## src/rtl/mc_ctrl_pkg.sv

```systemverilog
// Shared encodings for the multi-cycle sequencer: opcodes, ALU controls, operand selects, states.
package mc_ctrl_pkg;

    localparam logic [5:0] OP_RTYPE = 6'b000000;
    localparam logic [5:0] OP_ADDI  = 6'b001100;
    localparam logic [5:0] OP_SUBI  = 6'b001101;
    localparam logic [5:0] OP_SW    = 6'b010000;
    localparam logic [5:0] OP_LW    = 6'b010001;

    localparam logic [1:0] ALUOP_ADD   = 2'b00;
    localparam logic [1:0] ALUOP_SUB   = 2'b01;
    localparam logic [1:0] ALUOP_FUNCT = 2'b10;

    localparam logic [1:0] SRCB_RT   = 2'b00;
    localparam logic [1:0] SRCB_FOUR = 2'b01;
    localparam logic [1:0] SRCB_IMM  = 2'b10;

    typedef enum logic [2:0] {
        S_IDLE   = 3'd0,
        S_FETCH  = 3'd1,
        S_DECODE = 3'd2,
        S_EXEC   = 3'd3,
        S_MEM    = 3'd4,
        S_WB     = 3'd5,
        S_TRAP   = 3'd6
    } state_t;

endpackage

```

## src/rtl/mc_ctrl_opclass.sv

```systemverilog
// Combinational opcode classifier: one-hot class flags consumed by the sequencer FSM.
module mc_ctrl_opclass
    import mc_ctrl_pkg::*;
(
    input  logic [5:0] op,
    output logic       is_r,
    output logic       is_imm,
    output logic       is_ld,
    output logic       is_st,
    output logic       is_illegal
);

    assign is_r       = (op == OP_RTYPE);
    assign is_imm     = (op == OP_ADDI) || (op == OP_SUBI);
    assign is_ld      = (op == OP_LW);
    assign is_st      = (op == OP_SW);
    assign is_illegal = !(is_r || is_imm || is_ld || is_st);

endmodule

```

## src/rtl/multicycle_control.sv

```systemverilog
// Multi-cycle control FSM sequencing FETCH/DECODE/EXEC/MEM/WB over a shared ALU and memory port.
// Optional build macro MC_CTRL_ILLEGAL_TRAP_EN: illegal opcodes lock into TRAP and raise illegal_op.
//
// state  | meaning
// IDLE   | waiting for run at an instruction boundary
// FETCH  | read instruction at PC, PC += 4 on mem_ready
// DECODE | classify opcode (illegal: NOP or TRAP)
// EXEC   | ALU computes result or effective address
// MEM    | load/store access at ALU address, stalls on mem_ready
// WB     | register-file write, instruction ends
// TRAP   | illegal opcode lock-up until reset
module multicycle_control
    import mc_ctrl_pkg::*;
(
    input  logic       clk,
    input  logic       rst_n,
    input  logic       run,
    input  logic [5:0] OP,
    input  logic       mem_ready,
`ifdef MC_CTRL_ILLEGAL_TRAP_EN
    output logic       illegal_op,
`endif
    output logic       pc_write,
    output logic       ir_write,
    output logic       mdr_write,
    output logic       iord,
    output logic       mem_read,
    output logic       mem_write,
    output logic       alu_src_a,
    output logic [1:0] alu_src_b,
    output logic [1:0] ALU_OP,
    output logic       reg_write,
    output logic       reg_dst,
    output logic       mem2reg,
    output logic       busy,
    output logic       instr_done
);

    state_t state, state_next;
    logic   is_r, is_imm, is_ld, is_st, is_illegal;

    mc_ctrl_opclass u_opclass (
        .op         (OP),
        .is_r       (is_r),
        .is_imm     (is_imm),
        .is_ld      (is_ld),
        .is_st      (is_st),
        .is_illegal (is_illegal)
    );

    always_ff @(posedge clk or negedge rst_n) begin
        if (!rst_n) state <= S_IDLE;
        else        state <= state_next;
    end

    // Outputs decode straight from state, so an async reset clears every strobe at once.
    always_comb begin
        state_next = state;
        pc_write   = 1'b0;
        ir_write   = 1'b0;
        mdr_write  = 1'b0;
        iord       = 1'b0;
        mem_read   = 1'b0;
        mem_write  = 1'b0;
        alu_src_a  = 1'b0;
        alu_src_b  = SRCB_RT;
        ALU_OP     = ALUOP_ADD;
        reg_write  = 1'b0;
        reg_dst    = 1'b0;
        mem2reg    = 1'b0;
        instr_done = 1'b0;
`ifdef MC_CTRL_ILLEGAL_TRAP_EN
        illegal_op = 1'b0;
`endif
        busy       = (state != S_IDLE) && (state != S_TRAP);

        case (state)
            S_IDLE: begin
                if (run) state_next = S_FETCH;
            end
            S_FETCH: begin
                mem_read  = 1'b1;
                alu_src_b = SRCB_FOUR;
                if (mem_ready) begin
                    ir_write   = 1'b1;
                    pc_write   = 1'b1;
                    state_next = S_DECODE;
                end
            end
            S_DECODE: begin
                if (is_illegal) begin
`ifdef MC_CTRL_ILLEGAL_TRAP_EN
                    state_next = S_TRAP;
`else
                    instr_done = 1'b1;
                    state_next = run ? S_FETCH : S_IDLE;
`endif
                end else begin
                    state_next = S_EXEC;
                end
            end
            S_EXEC: begin
                alu_src_a = 1'b1;
                if (is_r) begin
                    alu_src_b  = SRCB_RT;
                    ALU_OP     = ALUOP_FUNCT;
                    state_next = S_WB;
                end else if (is_imm) begin
                    alu_src_b  = SRCB_IMM;
                    ALU_OP     = (OP == OP_SUBI) ? ALUOP_SUB : ALUOP_ADD;
                    state_next = S_WB;
                end else begin
                    alu_src_b  = SRCB_IMM;
                    ALU_OP     = ALUOP_ADD;
                    state_next = S_MEM;
                end
            end
            S_MEM: begin
                iord      = 1'b1;
                alu_src_a = 1'b1;
                alu_src_b = SRCB_IMM;
                ALU_OP    = ALUOP_ADD;
                mem_read  = is_ld;
                mem_write = !is_ld;
                if (mem_ready) begin
                    if (is_ld) begin
                        mdr_write  = 1'b1;
                        state_next = S_WB;
                    end else begin
                        instr_done = 1'b1;
                        state_next = run ? S_FETCH : S_IDLE;
                    end
                end
            end
            S_WB: begin
                reg_write  = 1'b1;
                instr_done = 1'b1;
                reg_dst    = is_r;
                mem2reg    = is_ld;
                state_next = run ? S_FETCH : S_IDLE;
            end
            S_TRAP: begin
`ifdef MC_CTRL_ILLEGAL_TRAP_EN
                illegal_op = 1'b1;
                state_next = S_TRAP;
`else
                state_next = S_IDLE;
`endif
            end
            default: state_next = S_IDLE;
        endcase
    end

endmodule
```

## config.mk

```make
export PLATFORM = sky130hd
export DESIGN_NAME = multicycle_control
export DESIGN_NICKNAME = d
export VERILOG_FILES = /design/src/rtl/mc_ctrl_pkg.sv /design/src/rtl/mc_ctrl_opclass.sv /design/src/rtl/multicycle_control.sv
export SDC_FILE = /design/constraint.sdc
export NUM_CORES = 1
export LEC_CHECK = 0
export CAP_MARGIN = 20
export CORE_AREA = 2 2 39 41
export CTS_CLUSTER_SIZE = 10
export DETAILED_ROUTE_END_ITERATION = 10
export DIE_AREA = 0 0 41 43
export GPL_ROUTABILITY_DRIVEN = 0
export GPL_TIMING_DRIVEN = 0
export PLACE_DENSITY = 0.69
export SYNTH_ARGS = -nofsm -noshare
export SYNTH_HDL_FRONTEND = slang
export SYNTH_SLANG_ARGS = --single-unit
```

## constraint.sdc

```tcl
create_clock -name clk -period 3.12 [get_ports clk]
set_input_delay 0.468 -clock clk [delete_from_list [all_inputs] [get_ports clk]]
set_output_delay 0.468 -clock clk [all_outputs]
set_load 0.03 [all_outputs]
```

=== After elaboration in Yosys (flattened, before gate mapping) ===
Cells that the tools add are included.

* Register bits: 3
* Input port bits: 10
* Output and inout bits: 16

* Equal/unequal tests: 13
* Multiplexer cells: 31
* Reduce and logical (&&, ||, !) cells: 11

{| class="wikitable"
|+ Operator list
! kind !! count
|-
| 2-to-1 mux 1 bit || 19
|-
| case mux 3 bit (6 select lines) || 1
|-
| equality test 6 x 4 -> 1 bit, second input constant || 2
|-
| equality test 6 x 5 -> 1 bit, second input constant || 2
|-
| 2-to-1 mux 3 bit || 4
|-
| 2-to-1 mux 2 bit || 4
|-
| equality test 3 x 2 -> 1 bit, second input constant || 2
|-
| equality test 3 bit, second input constant || 2
|-
| zero test 6 bit || 1
|-
| != test 2 bit, second input constant || 3
|-
| case mux 2 bit (3 select lines) || 1
|-
| logical OR 1 bit || 4
|-
| equality test 3 x 1 -> 1 bit, second input constant || 1
|-
| zero test 3 bit || 1
|-
| != test 3 bit, second input constant || 1
|-
| case mux 1 bit (3 select lines) || 1
|-
| AND reduction 3 bit || 1
|-
| nonzero test 3 bit || 1
|-
| case mux 1 bit (2 select lines) || 1
|-
| OR reduction 2 bit || 1
|-
| logical AND 1 bit || 1
|-
| zero test 1 bit || 1
|}

=== Depth between registers and ports, before layout ===
Gate-level depths: netlist of the first run.

* Depth in word-level cells: 7
* Gate-level depth with buffers: 6
* Depth with buffers taken out: 5

=== Cells and area by module ===
Synthesis of the first run repeated with hierarchy kept, for this count alone.

* Cell total of the unflattened synthesis: 63
* Area total of the unflattened synthesis: 447.9 µm²

{| class="wikitable"
|+ By module, submodules not included
! module !! times used !! cells each !! area an instance (µm²) !! seq. area each (µm²)
|-
| multicycle_control || 1 || 51 || 385.4 || 75.1
|-
| mc_ctrl_opclass || 1 || 12 || 62.6 || 0.0
|}

=== Worst setup path before layout of the first run ===
No wires, ideal clock.

* Path kind: input to output
* From: in OP[5]
* To: out mdr_write
* Arrival time: 1820 ps
* Required time: 2652 ps
* Path slack: 832 ps
* Stages on the path: 4
* Path through: or2_1 -> buf_2 -> or3_4 -> nor3_1

* Word-level cells in the longest chain between the ends: 4

{| class="wikitable"
|+ Ends and longest elaborated chain
! what !! line !! source
|-
| start: declaration || multicycle_control.sv:18 || <nowiki>input logic [5:0] OP,</nowiki>
|-
| equality test 6 x 5 -> 1 bit || mc_ctrl_opclass.sv:15 || <nowiki>assign is_ld = (op == OP_LW);</nowiki>
|-
| 2-to-1 mux 1 bit || multicycle_control.sv:126 || <nowiki>if (is_ld) begin</nowiki>
|-
| 2-to-1 mux 1 bit || multicycle_control.sv:125 || <nowiki>if (mem_ready) begin</nowiki>
|-
| 2-to-1 mux 1 bit || multicycle_control.sv:77 || <nowiki>case (state)</nowiki>
|-
| end: declaration || multicycle_control.sv:25 || <nowiki>output logic mdr_write,</nowiki>
|}

No other way between the ends.

=== Worst setup path after layout of the first run ===
* From: in OP[3]
* To: out reg_dst

* Word-level cells in the longest chain between the ends: 2

{| class="wikitable"
|+ Ends and longest elaborated chain
! what !! line !! source
|-
| zero test 6 bit || mc_ctrl_opclass.sv:13 || <nowiki>assign is_r = (op == OP_RTYPE);</nowiki>
|-
| 2-to-1 mux 1 bit || multicycle_control.sv:77 ||
|-
| end: declaration || multicycle_control.sv:33 || <nowiki>output logic reg_dst,</nowiki>
|}

No other way between the ends.

==> reports/results.tsv, run 1 <==
metric	value	unit
status	finished, final reports clean	
Largest Register	state	
die extent in x	41	um
Pint	307	uW
Placed Instance Area	679	um2
gr usage total	15.2	%
Post-Synthesis Cells	61	
switching share of power	50.2	%
DR vias	523	
Final Instance Area	706	um2
Clock Sinks	3	
most frequent cells in the layout	clkdlybuf4s50_1, nand2_1, nor3_1, nor2_1	
Final Util	51.0	%
CP endpoint kind	output pin	
Worst Path Max Fanout	6	
1st-pass router iterations	4	
Final Cycle Share	94.1	%
root buf cell	clkbuf_4	
n_diodes	0	
grt ovf	0	
placed insts	102	
final setup TNS	0	ps
biggest regs	state (3)	
post-synthesis sequential area ratio	18.3	%
synth top area cells	dfrtp_1, nor3_1, nand2b_1, nor2b_1, nand2_1	
CTS resizes	0	
Power Density	874	nW/um2
Yosys top cell area share	18.3	%
initial core utilization	29.6	%
final non-filler cell total	106	
min Tclk post-route	2940	ps
number of flip-flops in the largest register	3	
share of layout cells above drive strength 1	13.3	%
initial antenna violation count	0	
Yosys top cell by area	dfrtp_1	
Synth Register Bits	3	
wire per inst	10.6	um
hold bufs inserted after CTS	0	
P_sw	309	uW
Core ar.	1380	um2
first-pass GRT wire length	1840	um
Synth Area in Simple Gates	49.5	%
Post-Synth Adder-Cell Area	0	%
post-synthesis xor/xnor area fraction	0	%
Clock transition at path regs	40	ps
number of global-route vias before repair	474	
CP required	2650	ps
Slew @ Worst Pin	370	ps
Final Power	617	uW
mux contribution to synthesized area	0	%
Worst Path Class, Setup	input port to output pin	
nets	101	
Post-DP HPWL	891	um
Fmax achieved	0.341	GHz
drt drc	0	
count of cell types in the netlist	28	
Fin. Hold Viols	0	
Routed Antenna Nets	0	
largest family of logic cells by synthesized area	simple AND/OR/NAND/NOR gates	
Buffers on Ports	25	
Ys Warns	0	
clk buf depth	2	
H-tree depth	1	
Synth Area in Compound Gates	22.0	%
Avg Inst Size Synth	6.71	um2
Die H	43	um
Leak Pwr	0.285	nW
postcts setup bufs	0	
synthesized cell area	409	um2
commonest non-fill, non-tap cell in the layout	clkdlybuf4s50_1	
Rel. slew slack	75.3	%
setup violators final	0	
die area	1760	um2
Hold Crit Class	input port to asynchronous set/reset pin	
total of max-cap violations	0	
I/O Pins	26	
Worst Setup Start Kind	input port	
crit path DAT	2470	ps
pin count of the biggest net entering global routing	11	
std cell rows	14	
Total Wirelength	1120	um
RSZ-0062 raised after global routing	false	
clock skew	8.19	ps
initial DRC count	14	
Worst VDD drop	0.378	mV
total CTS buffers	3	
clock network power share	11.5	%
Via density	4.93	
syn nets	71	
TritonCTS clock tree	built	
fin. max-slew vios	0	
Comb power frac	77.8	%
insertion delay to the later sink of the worst-skew pair	240	ps
sequential share of power	10.7	%
Layout area overhead	72.5	%
Fill cells	157	
==> cells by family (layout without fill, tap and decap cells) <==
logic type	count (synthesis)	in the layout
AO/OA/AOI/OAI	14	14
buffers and inverters	9	38
AND/OR/NAND/NOR	35	35
flip-flops	3	3
==> path summary, 6_finish.rpt <==
check / from / end / slack [ps] / cells past startpoint
worst max-delay path: OP[3] / reg_dst / 180 / 5
worst min-delay path: rst_n / state[1] / 410 / 1
worst max register to register: state[0] / state[0] / 1790 / 5
worst min register to register: state[2] / state[1] / 630 / 2
max in group asynchronous: rst_n / state[0] / 2560 / 1
min in group clk: state[2] / state[1] / 630 / 2
==> per-layer routing <==
layer	track usage, %	up-vias	part of all wire [%]
li1	-	272	-
met1	18.4	233	45
met2	24.4	16	50
met3	1.57	2	3.8
met4	8.67	0	1.2
met5	0	-	0
==> Yosys cell counts, drive strengths merged <==
cell type  n
nand2      6
nor2       6
nor3       6
a21oi      4
buf        4
nand2b     4
nor2b      4
o21ai      4
dfrtp      3
inv        3
nand3b     2
o22ai      2
or2        2
or3        2
a211oi     1
a31oi      1
a32oi      1
and4       1
clkbuf     1
clkinv     1
o32ai      1
or3b       1
or4        1
==> worst max-delay path: stages <==
cell	delay [ps]
clkdlybuf4s50_1	440
or2_4	290
or4_4	500
nor2_1	100
clkdlybuf4s50_1	670
==> power groups by stage <==
| stage | sequential, mW | clock, mW | combinational (mW) |
|---|---|---|---|
| 3_3_place_gp | 0.0654 | 0 | 0.480 |
| 5_1_grt | 0.0669 | 0.0746 | 0.520 |
| 6_report | 0.0659 | 0.0709 | 0.480 |
| 4_1_cts | 0.0656 | 0.0725 | 0.483 |
| 2_1_floorplan | 0.0639 | 0 | 0.311 |
| 3_5_place_dp | 0.0659 | 0 | 0.481 |
==> metrics by stage <==
step	hold slack, ps	worst slack, ps
after global routing	417	116
after CTS	410	168
after global placement	616	185
final	407	183
after detailed placement	614	168
after floorplan	172	832
==> cell type report <==
class,count,area [um2],share of cell area (%)
buffer,5,26.3,3.72
clock buffer,4,26.3,3.72
inverter,4,15.0,2.13
multi-input combinational,49,293,41.5
sequential,3,75.1,10.6
tap,16,20.0,2.84
timing repair buffer,25,250,35.5
Power figures use the tool's default switching activity.
==> run 2: changes to the inputs <==
--- a/config.mk
+++ b/config.mk
@@ -13,6 +13,7 @@
 export GPL_ROUTABILITY_DRIVEN = 0
 export GPL_TIMING_DRIVEN = 0
 export PLACE_DENSITY = 0.69
+export RECOVER_POWER = 100
 export SYNTH_ARGS = -nofsm -noshare
 export SYNTH_HDL_FRONTEND = slang
 export SYNTH_SLANG_ARGS = --single-unit
==> run 2 against run 1 <==
- wire length fell by 0.98%
- power shrank 3.5%
- largest cell class unchanged
- highest routed layer unchanged
- first-iteration DRC count unchanged
- via count shrank 0.57%
==> reports/results.tsv, run 2 (synthesis gave the netlist of run 1 again) <==
metric	value	unit
fin. max-slew vios	0	
TritonCTS clock tree	built	
total of max-cap violations	0	
1st-pass router iterations	4	
n_diodes	0	
grt ovf	0	
root buf cell	clkbuf_4	
Post-DP HPWL	891	um
clock network power share	11.9	%
Power Density	845	nW/um2
Worst Path Max Fanout	6	
Worst Path Class, Setup	input port to output pin	
Core ar.	1380	um2
clk buf depth	2	
P_sw	306	uW
insertion delay to the later sink of the worst-skew pair	240	ps
Clock Sinks	3	
final setup TNS	0	ps
Slew @ Worst Pin	360	ps
DR vias	520	
worst r2r src	state[0]	
Worst R2R Setup Slack	1780	ps
Total Wirelength	1110	um
pre-CTS setup slack	168	ps
most frequent cells in the layout	clkdlybuf4s50_1, dlygate4sd3_1, nand2_1, nor3_1, nor2_1	
Layout area overhead	72.2	%
initial antenna violation count	0	
nets	101	
sequential share of power	11.1	%
CP required	2650	ps
clock skew	8.22	ps
Worst Setup Start Kind	input port	
crit path DAT	2490	ps
Hold Worst Slack	477	ps
hold bufs inserted after CTS	0	
CP endpoint kind	output pin	
die extent in x	41	um
initial core utilization	29.6	%
std cell rows	14	
Final Power	595	uW
Pint	288	uW
Rel. slew slack	76.0	%
Largest Register	state	
Die H	43	um
Fin. Hold Viols	0	
total CTS buffers	3	
number of global-route vias before repair	474	
CP startpoint	OP[3]	
initial DRC count	14	
gr usage total	15.2	%
switching share of power	51.5	%
RSZ-0062 raised after global routing	false	
biggest regs	state (3)	
Final Cycle Share	94.7	%
drt drc	0	
status	finished, final reports clean	
Comb power frac	77.0	%
Clock transition at path regs	40	ps
wire per inst	10.5	um
pin count of the biggest net entering global routing	11	
Via density	4.91	
min Tclk post-route	2960	ps
setup violators final	0	
die area	1760	um2
first-pass GRT wire length	1840	um
commonest non-fill, non-tap cell in the layout	clkdlybuf4s50_1	
I/O Pins	26	
Routed Antenna Nets	0	
Worst VDD drop	0.374	mV
CTS resizes	0	
final worst slack	164	ps
number of flip-flops in the largest register	3	
share of layout cells above drive strength 1	12.2	%
H-tree depth	1	
Fmax achieved	0.338	GHz
Buffers on Ports	25	
Leak Pwr	0.311	nW
postcts setup bufs	0	
Hold Crit Class	input port to asynchronous set/reset pin	
==> run 2: power by group through the flow <==
stage                     registers (mW)  logic [mW]  clock network, mW
after floorplan                   0.0639       0.311                  0
after CTS                         0.0656       0.483             0.0725
after global routing              0.0669       0.499             0.0746
after global placement            0.0654       0.480                  0
after detailed placement          0.0659       0.481                  0
final                             0.0660       0.458             0.0708
==> run 2: cell type report <==
| type | count | area (um2) |
|---|---|---|
| fillers | 157 | 679 |
| plain buffers | 5 | 25.0 |
| multi-input cells | 49 | 293 |
| repair buffers | 25 | 250 |
| well taps | 16 | 20.0 |
| flip-flops and latches | 3 | 75.1 |
| clock buffers | 4 | 26.3 |
| inverters | 4 | 15.0 |
==> run 2: routing by layer <==
layer | vias up | track usage (%) | share of wire [%]
met5 | - | 0 | 0
met4 | 0 | 8.67 | 1.2
met3 | 2 | 1.57 | 4.4
met2 | 16 | 24.4 | 51
met1 | 231 | 18.4 | 43
li1 | 271 | - | -
==> run 2: final timing paths <==
check                                to  cells past startpoint
min                            state[1]                      1
max reg2reg                    state[0]                      5
min in group clk               state[1]                      2
min reg2reg                    state[1]                      2
max in group asynchronous      state[0]                      1
max                        alu_src_b[1]                      6
==> run 2: worst max-delay path: stages <==
cell,delay (ps)
clkdlybuf4s50_1,440
or2_4,290
or4_4,500
clkinv_1,60
o21ai_1,40
dlygate4sd3_1,690
==> run 2: through the flow <==
stage,util [%],std cells,area (um2)
2_1_floorplan,-,61,409
5_1_grt,50.9,106,704
3_5_place_dp,49.1,102,679
6_report,50.9,106,704
3_3_place_gp,49.1,102,679
4_1_cts,51.0,106,706
